## config.mk

```make
export PLATFORM = sky130hd
export DESIGN_NAME = ram_port_arbiter
export DESIGN_NICKNAME = d
export VERILOG_FILES = /design/src/rtl/cpu_pkg.sv /design/src/rtl/arb_prio_age.sv /design/src/rtl/ram_port_arbiter.sv
export SDC_FILE = /design/constraint.sdc
export NUM_CORES = 1
export LEC_CHECK = 0
export ABC_AREA = 0
export CORE_ASPECT_RATIO = 0.6
export CORE_MARGIN = 1.5
export CORE_UTILIZATION = 34
export DETAILED_ROUTE_END_ITERATION = 6
export PLACE_DENSITY = 0.88
export SYNTH_ARGS = -nofsm -noshare
export SYNTH_HDL_FRONTEND = slang
export SYNTH_SLANG_ARGS = --single-unit
```

## constraint.sdc

```tcl
create_clock -name CLK -period 2.1 [get_ports CLK]
set_clock_uncertainty 0.15 [all_clocks]
set_input_delay 0.315 -clock CLK [delete_from_list [all_inputs] [get_ports CLK]]
set_output_delay 0.315 -clock CLK [all_outputs]
set_load 0.01 [all_outputs]
```

## src/rtl/cpu_pkg.sv

```systemverilog
// Shared definitions for the RAM port arbiter.
//   - port index constants (fetch, data, debug) used to index req/we/gnt/done
//   - arbiter FSM state encoding
//   - small helpers for aging counters and one-hot/index conversion
package cpu_pkg;

  localparam int unsigned PORT_FETCH = 0;
  localparam int unsigned PORT_DATA  = 1;
  localparam int unsigned PORT_DBG   = 2;
  localparam int unsigned NUM_PORTS  = 3;

  // Aging counters are sized for the largest allowed starvation limit.
  localparam int unsigned AGE_W = 8;

  typedef enum logic {
    IDLE,
    ACCESS
  } arb_state_e;

  // Next value of an aging counter for one IDLE cycle.
  function automatic logic [AGE_W-1:0] age_next(input logic [AGE_W-1:0] age,
                                                input logic             req_bit,
                                                input logic             gnt_bit,
                                                input logic [AGE_W-1:0] limit);
    if (!req_bit || gnt_bit) begin
      return '0;
    end else if (age < limit) begin
      return age + 1'b1;
    end else begin
      return age;
    end
  endfunction

  function automatic logic [1:0] oh_to_idx(input logic [NUM_PORTS-1:0] oh);
    if (oh[PORT_DBG]) begin
      return 2'd2;
    end else if (oh[PORT_DATA]) begin
      return 2'd1;
    end else begin
      return 2'd0;
    end
  endfunction

  function automatic logic [NUM_PORTS-1:0] idx_to_oh(input logic [1:0] idx);
    return 3'b001 << idx;
  endfunction

endpackage

```

## src/rtl/arb_prio_age.sv

```systemverilog
// Winner select for the RAM port arbiter with anti-starvation aging.
// Fixed priority data > fetch > debug, except that a fetch or debug port whose
// aging counter has reached STARVE_LIMIT is promoted above data (fetch first).
// Ports:
//   CLK, Reset  clock (rising edge) and synchronous active-high reset
//   req         per-port request (bit0 fetch, bit1 data, bit2 debug)
//   idle        arbiter FSM is in IDLE; grants and counter updates only then
//   gnt         one-hot grant, zero outside IDLE
module arb_prio_age
  import cpu_pkg::*;
#(
  parameter int unsigned STARVE_LIMIT = 8
) (
  input  logic                 CLK,
  input  logic                 Reset,
  input  logic [NUM_PORTS-1:0] req,
  input  logic                 idle,
  output logic [NUM_PORTS-1:0] gnt
);

  localparam logic [AGE_W-1:0] Limit = AGE_W'(STARVE_LIMIT);

  logic [AGE_W-1:0] age_f_q, age_f_d;
  logic [AGE_W-1:0] age_g_q, age_g_d;
  logic             promo_f, promo_g;
  logic [NUM_PORTS-1:0] winner;

  always_comb begin
    // Gate with req so a counter left at the limit by a just-dropped request
    // cannot grant an absent port.
    promo_f = req[PORT_FETCH] && (age_f_q == Limit);
    promo_g = req[PORT_DBG] && (age_g_q == Limit);

    winner = '0;
    if (promo_f) begin
      winner[PORT_FETCH] = 1'b1;
    end else if (promo_g) begin
      winner[PORT_DBG] = 1'b1;
    end else if (req[PORT_DATA]) begin
      winner[PORT_DATA] = 1'b1;
    end else if (req[PORT_FETCH]) begin
      winner[PORT_FETCH] = 1'b1;
    end else if (req[PORT_DBG]) begin
      winner[PORT_DBG] = 1'b1;
    end

    gnt = idle ? winner : '0;
  end

  always_comb begin
    age_f_d = age_f_q;
    age_g_d = age_g_q;
    if (idle) begin
      age_f_d = age_next(age_f_q, req[PORT_FETCH], gnt[PORT_FETCH], Limit);
      age_g_d = age_next(age_g_q, req[PORT_DBG], gnt[PORT_DBG], Limit);
    end
  end

  always_ff @(posedge CLK) begin
    if (Reset) begin
      age_f_q <= '0;
      age_g_q <= '0;
    end else begin
      age_f_q <= age_f_d;
      age_g_q <= age_g_d;
    end
  end

endmodule

```

## src/rtl/ram_port_arbiter.sv

```systemverilog
// Shares the single-ported data RAM between fetch, data (LDUR/STUR) and
// debug/loader requesters. One access at a time: grant in IDLE, hold the RAM
// strobes for MEM_LAT cycles in ACCESS, then pulse done for one cycle.
// Ports:
//   CLK, Reset                 clock (rising edge), synchronous active-high reset
//   req, we                    per-port request and write flag (bit0 fetch,
//                              bit1 data, bit2 debug; fetch is read-only)
//   addr_f, addr_d, addr_g     per-port address
//   wdata_d, wdata_g           write data for data and debug ports
//   gnt                        one-hot grant (combinational, IDLE only)
//   done                       one-hot one-cycle completion pulse
//   rdata                      read data, valid with done
//   busy                       access in progress
//   mem_cs/mem_wr/mem_rd       RAM strobes
//   mem_addr, mem_wdata        RAM address and write data
//   mem_rdata                  RAM read data, valid on the last strobe cycle
module ram_port_arbiter
  import cpu_pkg::*;
#(
  parameter int unsigned ADDR_W       = 16,
  parameter int unsigned DATA_W       = 64,
  parameter int unsigned MEM_LAT      = 2,
  parameter int unsigned STARVE_LIMIT = 8
) (
  input  logic                 CLK,
  input  logic                 Reset,
  input  logic [NUM_PORTS-1:0] req,
  input  logic [NUM_PORTS-1:0] we,
  input  logic [ADDR_W-1:0]    addr_f,
  input  logic [ADDR_W-1:0]    addr_d,
  input  logic [ADDR_W-1:0]    addr_g,
  input  logic [DATA_W-1:0]    wdata_d,
  input  logic [DATA_W-1:0]    wdata_g,
  output logic [NUM_PORTS-1:0] gnt,
  output logic [NUM_PORTS-1:0] done,
  output logic [DATA_W-1:0]    rdata,
  output logic                 busy,
  output logic                 mem_cs,
  output logic                 mem_wr,
  output logic                 mem_rd,
  output logic [ADDR_W-1:0]    mem_addr,
  output logic [DATA_W-1:0]    mem_wdata,
  input  logic [DATA_W-1:0]    mem_rdata
);

  localparam logic [3:0] CntInit = 4'(MEM_LAT - 1);

  arb_state_e           state_q, state_d;
  logic [3:0]           count_q, count_d;
  logic [1:0]           acc_id_q, acc_id_d;
  logic                 acc_we_q, acc_we_d;
  logic [ADDR_W-1:0]    acc_addr_q, acc_addr_d;
  logic [DATA_W-1:0]    acc_wdata_q, acc_wdata_d;
  logic [DATA_W-1:0]    rdata_q, rdata_d;
  logic [NUM_PORTS-1:0] done_q, done_d;
  logic                 idle;

  // The fetch port never writes; its write flag is intentionally ignored.
  logic unused_we_fetch;
  assign unused_we_fetch = we[PORT_FETCH];

  assign idle = (state_q == IDLE);

  arb_prio_age #(
    .STARVE_LIMIT(STARVE_LIMIT)
  ) u_arb (
    .CLK  (CLK),
    .Reset(Reset),
    .req  (req),
    .idle (idle),
    .gnt  (gnt)
  );

  always_comb begin
    state_d     = state_q;
    count_d     = count_q;
    acc_id_d    = acc_id_q;
    acc_we_d    = acc_we_q;
    acc_addr_d  = acc_addr_q;
    acc_wdata_d = acc_wdata_q;
    rdata_d     = rdata_q;
    done_d      = '0;

    unique case (state_q)
      IDLE: begin
        if (|gnt) begin
          state_d  = ACCESS;
          count_d  = CntInit;
          acc_id_d = oh_to_idx(gnt);
          if (gnt[PORT_DATA]) begin
            acc_we_d    = we[PORT_DATA];
            acc_addr_d  = addr_d;
            acc_wdata_d = wdata_d;
          end else if (gnt[PORT_DBG]) begin
            acc_we_d    = we[PORT_DBG];
            acc_addr_d  = addr_g;
            acc_wdata_d = wdata_g;
          end else begin
            acc_we_d    = 1'b0;
            acc_addr_d  = addr_f;
            acc_wdata_d = '0;
          end
        end
      end
      ACCESS: begin
        if (count_q == 4'd0) begin
          state_d = IDLE;
          done_d  = idx_to_oh(acc_id_q);
          if (!acc_we_q) begin
            rdata_d = mem_rdata;
          end
        end else begin
          count_d = count_q - 4'd1;
        end
      end
    endcase
  end

  always_ff @(posedge CLK) begin
    if (Reset) begin
      state_q     <= IDLE;
      count_q     <= '0;
      acc_id_q    <= '0;
      acc_we_q    <= 1'b0;
      acc_addr_q  <= '0;
      acc_wdata_q <= '0;
      rdata_q     <= '0;
      done_q      <= '0;
    end else begin
      state_q     <= state_d;
      count_q     <= count_d;
      acc_id_q    <= acc_id_d;
      acc_we_q    <= acc_we_d;
      acc_addr_q  <= acc_addr_d;
      acc_wdata_q <= acc_wdata_d;
      rdata_q     <= rdata_d;
      done_q      <= done_d;
    end
  end

  assign busy      = (state_q == ACCESS);
  assign mem_cs    = busy;
  assign mem_rd    = busy & ~acc_we_q;
  assign mem_wr    = busy & acc_we_q;
  assign mem_addr  = acc_addr_q;
  assign mem_wdata = acc_wdata_q;
  assign rdata     = rdata_q;
  assign done      = done_q;

endmodule
```

Yosys cells after proc, flatten, opt, wreduce, memory -nomap -nowiden
Cells that the tools add are included.
- add/subtract/negate cells: 3
- $lt $le $gt $ge: 2
- eq/ne operators: 4
- shift-type cells: 1
- muxes and demuxes: 29
- bitwise logic cells: 5
- reductions and logical operators: 16
- operators by type and width (kind ; number):
    $mux W64 ; 2
    $mux W16 ; 2
    $mux W8 ; 4
    $add A8 B1 Y8 const B ; 2
    $eq A8 B4 Y1 const B ; 2
    $lt A8 B4 Y1 const B ; 2
    $mux W1 ; 13
    $mux W4 ; 2
    $pmux W4 S2 ; 1
    $reduce_and A2 Y1 ; 4
    $mux W2 ; 3
    $reduce_or A3 Y1 ; 2
    $logic_not A4 Y1 ; 1
    $reduce_bool A2 Y1 ; 2
    $sub A4 B1 Y4 const B ; 1
    $mux W3 ; 1
    $not A1 Y1 ; 3
    $reduce_and A3 Y1 ; 1
    $shl A1 B2 Y3 const A ; 1
    $and A1 B1 Y1 ; 2
    $logic_and A1 B1 Y1 ; 2
    $logic_not A1 Y1 ; 2
    $logic_or A1 B1 Y1 ; 2
    $ne A2 B1 Y1 const B ; 1
    other kinds (2) ; 2
- flip-flop bits (word level): 171
- output and inout port bits: 154
- word-level logic and storage cells: 70

Depth between registers and ports, before layout
- word-level depth: 9
- depth in mapped cells: 10

Hierarchy
A second synthesis with hierarchy kept.
- cell total of the unflattened synthesis: 830
- area, all modules: 8295.5 sq um
- modules (own cells, without submodules) (module ; times used ; cells an instance ; area an instance (sq um)):
    ram_port_arbiter ; 1 ; 729 ; 7442.1
    arb_prio_age ; 1 ; 101 ; 853.3

Least setup slack after synthesis
No wires, ideal clock.
- path type: reg2reg
- start: register u_arb.age_g_q[0]
- end: register acc_addr_q[5] (netlist: mem_addr[5])
- library setup time: 0.117 ns
- data arrival time: 1.950 ns
- path slack: -0.117 ns
- stages on the path, launching flop included: 10
- buffers on the path: 2
- cell sequence: dfxtp_1 -> inv_1 -> ha_1 -> and4b_1 -> a211o_1 -> and2_1 -> clkbuf_1 -> buf_2 -> o22a_1 -> a32o_1
- cells in the longest elaborated chain, start to end: 7
- RTL lines (item ; line ; source):
    start: declaration ; arb_prio_age.sv:24 ; logic [AGE_W-1:0] age_g_q, age_g_d;
    start signal: assignment ; arb_prio_age.sv:65 ; age_g_q <= age_g_d;
    $eq A8 B4 Y1 (*) ; arb_prio_age.sv:32 ; promo_g = req[PORT_DBG] && (age_g_q == Limit);
    $logic_and A1 B1 Y1 (*) ; arb_prio_age.sv:32 ;
    $mux W2 or $mux W1 (tied branches) ; arb_prio_age.sv:37 ; end else if (promo_g) begin
    $mux W2 or $mux W1 (tied branches) ; arb_prio_age.sv:35 ; if (promo_f) begin
    $mux W3 (*) ; arb_prio_age.sv:47 ; gnt = idle ? winner : '0;
    $reduce_or A3 Y1 or $mux W16 (tied branches) ; ram_port_arbiter.sv:86, ram_port_arbiter.sv:94 ;
    $reduce_and A2 Y1 (no source line) or $mux W16 (tied branches) ; - ;
    end signal: assignment ; ram_port_arbiter.sv:134 ; acc_addr_q <= acc_addr_d;
    end: declaration ; ram_port_arbiter.sv:52 ; logic [ADDR_W-1:0] acc_addr_q, acc_addr_d;
Mark *: on every way between the ends. The rest lies on a longest branch, timed or not.
A chain may end at the register's enable or synchronous reset.

Final worst setup path
- start: register u_arb.age_g_q[4]
- end: output port gnt[1]
- cells in the longest elaborated chain, start to end: 5
- RTL lines (item ; line ; source):
    $eq A8 B4 Y1 ; arb_prio_age.sv:32 ;
    $logic_and A1 B1 Y1 ; arb_prio_age.sv:32 ;
    $mux W2 ; arb_prio_age.sv:37 ;
    $mux W2 ; arb_prio_age.sv:35 ;
    $mux W3 ; arb_prio_age.sv:47 ;
    end: declaration ; ram_port_arbiter.sv:34 ; output logic [NUM_PORTS-1:0] gnt,
Every way passes these cells.

==> key figures <==
Floorplan
  – Die area: 0.0208 sq mm
  – IO Pins: 402
  – Placement Rows: 39
  – Core area: 0.0192 sq mm
  – Die Y: 112 um
  – Die Span X: 185 um
  – Starting Density: 0.351

Timing
  – Fmax: 0.417 GHz
  – Max-slew violations: 0
  – Final hold violations: 0
  – Tmin final: 2.40 ns
  – Least-Margin Pin Slew: 0.643 ns
  – Slew headroom: 0.571
  – Fin crit share: 1.14
  – Final setup margin: -0.296 ns
  – RSZ-0062 raised after global routing: true
  – Final setup TNS: -15.41 ns
  – Final setup fails: 93

Clocking
  – CTS tree: built
  – Clk_lat worst skew: 0.43 ns
  – Htree depth: 4
  – Reg clk slew, reported paths: 0.07 ns
  – Num CTS Buffers: 17
  – Sink Count: 171
  – Root buf cell: clkbuf_16
  – Clock buffer depth: 2

Setup path
  – Crit Path Class: flop to output pin
  – Reg2reg setup slack: -0.27 ns
  – Worst EP arrival: 1.93 ns
  – Slowest stage delay, CP: 0.59 ns
  – Type of destination of the critical path: output pin
  – Slowest cell on crit path: or4_4
  – CP Launch Type: flop
  – Sequence of cells on the critical path: or4_4 -> nor2_4 -> and3b_2 -> buf_4
  – WP buf/inv: 1
  – Reg2reg path depth: 7
  – CP max FO: 4
  – Delay-heaviest family, CP: simple AND/OR/NAND/NOR gates
  – WP depth: 4
  – Worst endpoint required time: 1.63 ns

Placement
  – IO Port Bufs: 400
  – Routability congestion estimate: 0.822
  – DP Wirelength: 19,600 um
  – Place WS: -0.510 ns

Routing
  – Via/cell ratio: 5.53
  – Antenna Violating Nets Remaining: 0
  – Routed wire length: 30,100 um
  – Wirelength per Cell: 20.4 um
  – DRC viols: 0
  – Via count: 8,186
  – Drt pass-1 iters: 7
  – Starting DRC count in detailed routing: 830

Synth
  – Number of distinct library cells after synthesis: 48
  – Synth cell count leaders: dfxtp_1, nand2_1, nor2_1, a21oi_1, a222oi_1
  – Synth Instances: 763
  – Post-synth top area share: 0.507
  – Async SR Flop Fraction: 0
  – Post-Synthesis Cell Area: 0.00676 sq mm
  – Synthesized flop and latch total: 171
  – Count leader, synth: dfxtp_1
  – Sequential cell area fraction in the yosys report: 0.507
  – Syn Area/Cell: 8.86 sq um
  – Synthesized Nets: 1,016
  – Yosys warning total: 0
  – Synth Flop Type: dfxtp_1
  – Synth top area cells: dfxtp_1, a222oi_1, nand2_1
  – Post-synth EDFFs: 0
  – Area leader, netlist: dfxtp_1

Power and ir drop
  – Peak supply drop: 0.611 mV
  – Leakage: 0.00472 uW
  – Pwr dens: 780 mW/mm^2

Run status
  – Failing checks: setup timing
  – Run status: complete, but fails checks

Layout
  – Syn-to-layout area delta: 88.1%
  – FILL cells: 1,448
  – Multi-input gate area: 0.00323 sq mm
  – Register Area: 0.00343 sq mm
  – Share of cells above drive strength 1: 0.144
  – Final net count: 1,452

GRT
  – Largest net degree at the start of global routing: 125
  – Gr usage total: 0.259
  – First-pass GRT wire length: 41,400 um
  – Gr ovfl total: 0
  – Initial antenna violation count: 2
  – Vias in the first global route: 7,783

Hold path
  – Worst Hold Class: input pin to flop
  – Min-Delay Path Depth: 3

Job
  – Max Cap Viol: 0
-- sequential cells by signal (all words and copies together) (netlist names), 2 cells and up --
signal / cells
acc_id_q: 2
count_q: 4
done: 3
mem_addr: 16
mem_wdata: 64
rdata: 64
u_arb.age_f_q: 8
u_arb.age_g_q: 8
-- per-layer routing --
metal,GRT usage,vias to the layer above,part of all wire
met4,0.119,0,0.031
met1,0.304,3947,0.39
li1,-,3678,-
met2,0.432,486,0.47
met5,0,-,0
met3,0.0814,75,0.11
-- layout by cell type, fill, tap and decap left out, types with 4 or more instances in the layout --
| master | netlist | layout |
|---|---|---|
| dfxtp_2 | 0 | 5 |
| a21oi_1 | 73 | 70 |
| a2111oi_2 | 0 | 7 |
| buf_8 | 0 | 4 |
| nand3_1 | 10 | 9 |
| clkdlybuf4s50_1 | 0 | 394 |
| dfxtp_1 | 171 | 166 |
| nor3_1 | 6 | 5 |
| inv_2 | 0 | 4 |
| nand2_1 | 139 | 137 |
| a2111oi_4 | 0 | 5 |
| nor2_1 | 90 | 89 |
| o22a_1 | 16 | 16 |
| and2_1 | 6 | 6 |
| o21a_1 | 4 | 4 |
| buf_12 | 0 | 11 |
| buf_4 | 1 | 57 |
| a31oi_1 | 5 | 4 |
| a32o_1 | 16 | 16 |
| buf_6 | 5 | 7 |
| clkbuf_16 | 0 | 24 |
| inv_1 | 27 | 22 |
| a222oi_1 | 65 | 65 |
-- worst paths after layout --
kind | to | start
max | gnt[1] | u_arb.age_g_q[4]
max reg2reg | mem_wdata[15] | u_arb.age_g_q[4]
min | busy | Reset
min reg2reg | rdata[57] | rdata[57]
-- final cells by class --
cell class / count / share of cell area
clock buffer: 19 / 0.0356
timing repair buffer: 485 / 0.392
multi-input combinational: 496 / 0.254
clock inverter: 13 / 0.0131
sequential: 171 / 0.270
inverter: 28 / 0.00847
tap: 266 / 0.0262
antenna: 2 / 0.000394
-- stage by stage --
| step | hold WS (ns) | instances | total power, uW | utilization | cell area [sq um] |
|---|---|---|---|---|---|
| 2_1_floorplan | 0.285 | 763 | 4780 | - | 6790 |
| 3_3_place_gp | 0.290 | 1416 | 6130 | 0.589 | 11300 |
| 3_5_place_dp | 0.297 | 1416 | 6200 | 0.589 | 11300 |
| 4_1_cts | 0.232 | 1459 | 9640 | 0.637 | 12200 |
| 5_1_grt | 0.256 | 1480 | 10300 | 0.661 | 12700 |
| 6_report | 0.246 | 1480 | 9910 | 0.661 | 12700 |
-- what timing repair did --
action,in CTS,in global routing
setup endpoints to repair,98,166
pin swaps,30,17
resized for setup,65,45
hold buffers,0,0
buffers inserted,9,10
cloned,2,9
-- logic make-up (layout without fill, tap and decap cells) --
group / after synthesis / after routing / share of synthesized area
flops: 171 / 171 / 0.507
compound gates: 214 / 214 / 0.248
simple gates: 277 / 277 / 0.173
other cells: 0 / 2 / 0
buf+inv: 96 / 545 / 0.0626
fa+ha+maj: 5 / 5 / 0.00926
-- power by group --
| part | internal [uW] | switching (uW) |
|---|---|---|
| combinational | 1580 | 1270 |
| sequential | 3540 | 182 |
| clock | 1940 | 1390 |
| total | 7060 | 2850 |
-- worst min-delay path, cell delays in order --
cell and delay [ns]:
buf_4 0.12, clkinv_1 0.19, and2_1 0.16
(Power assumes the default switching activity.)
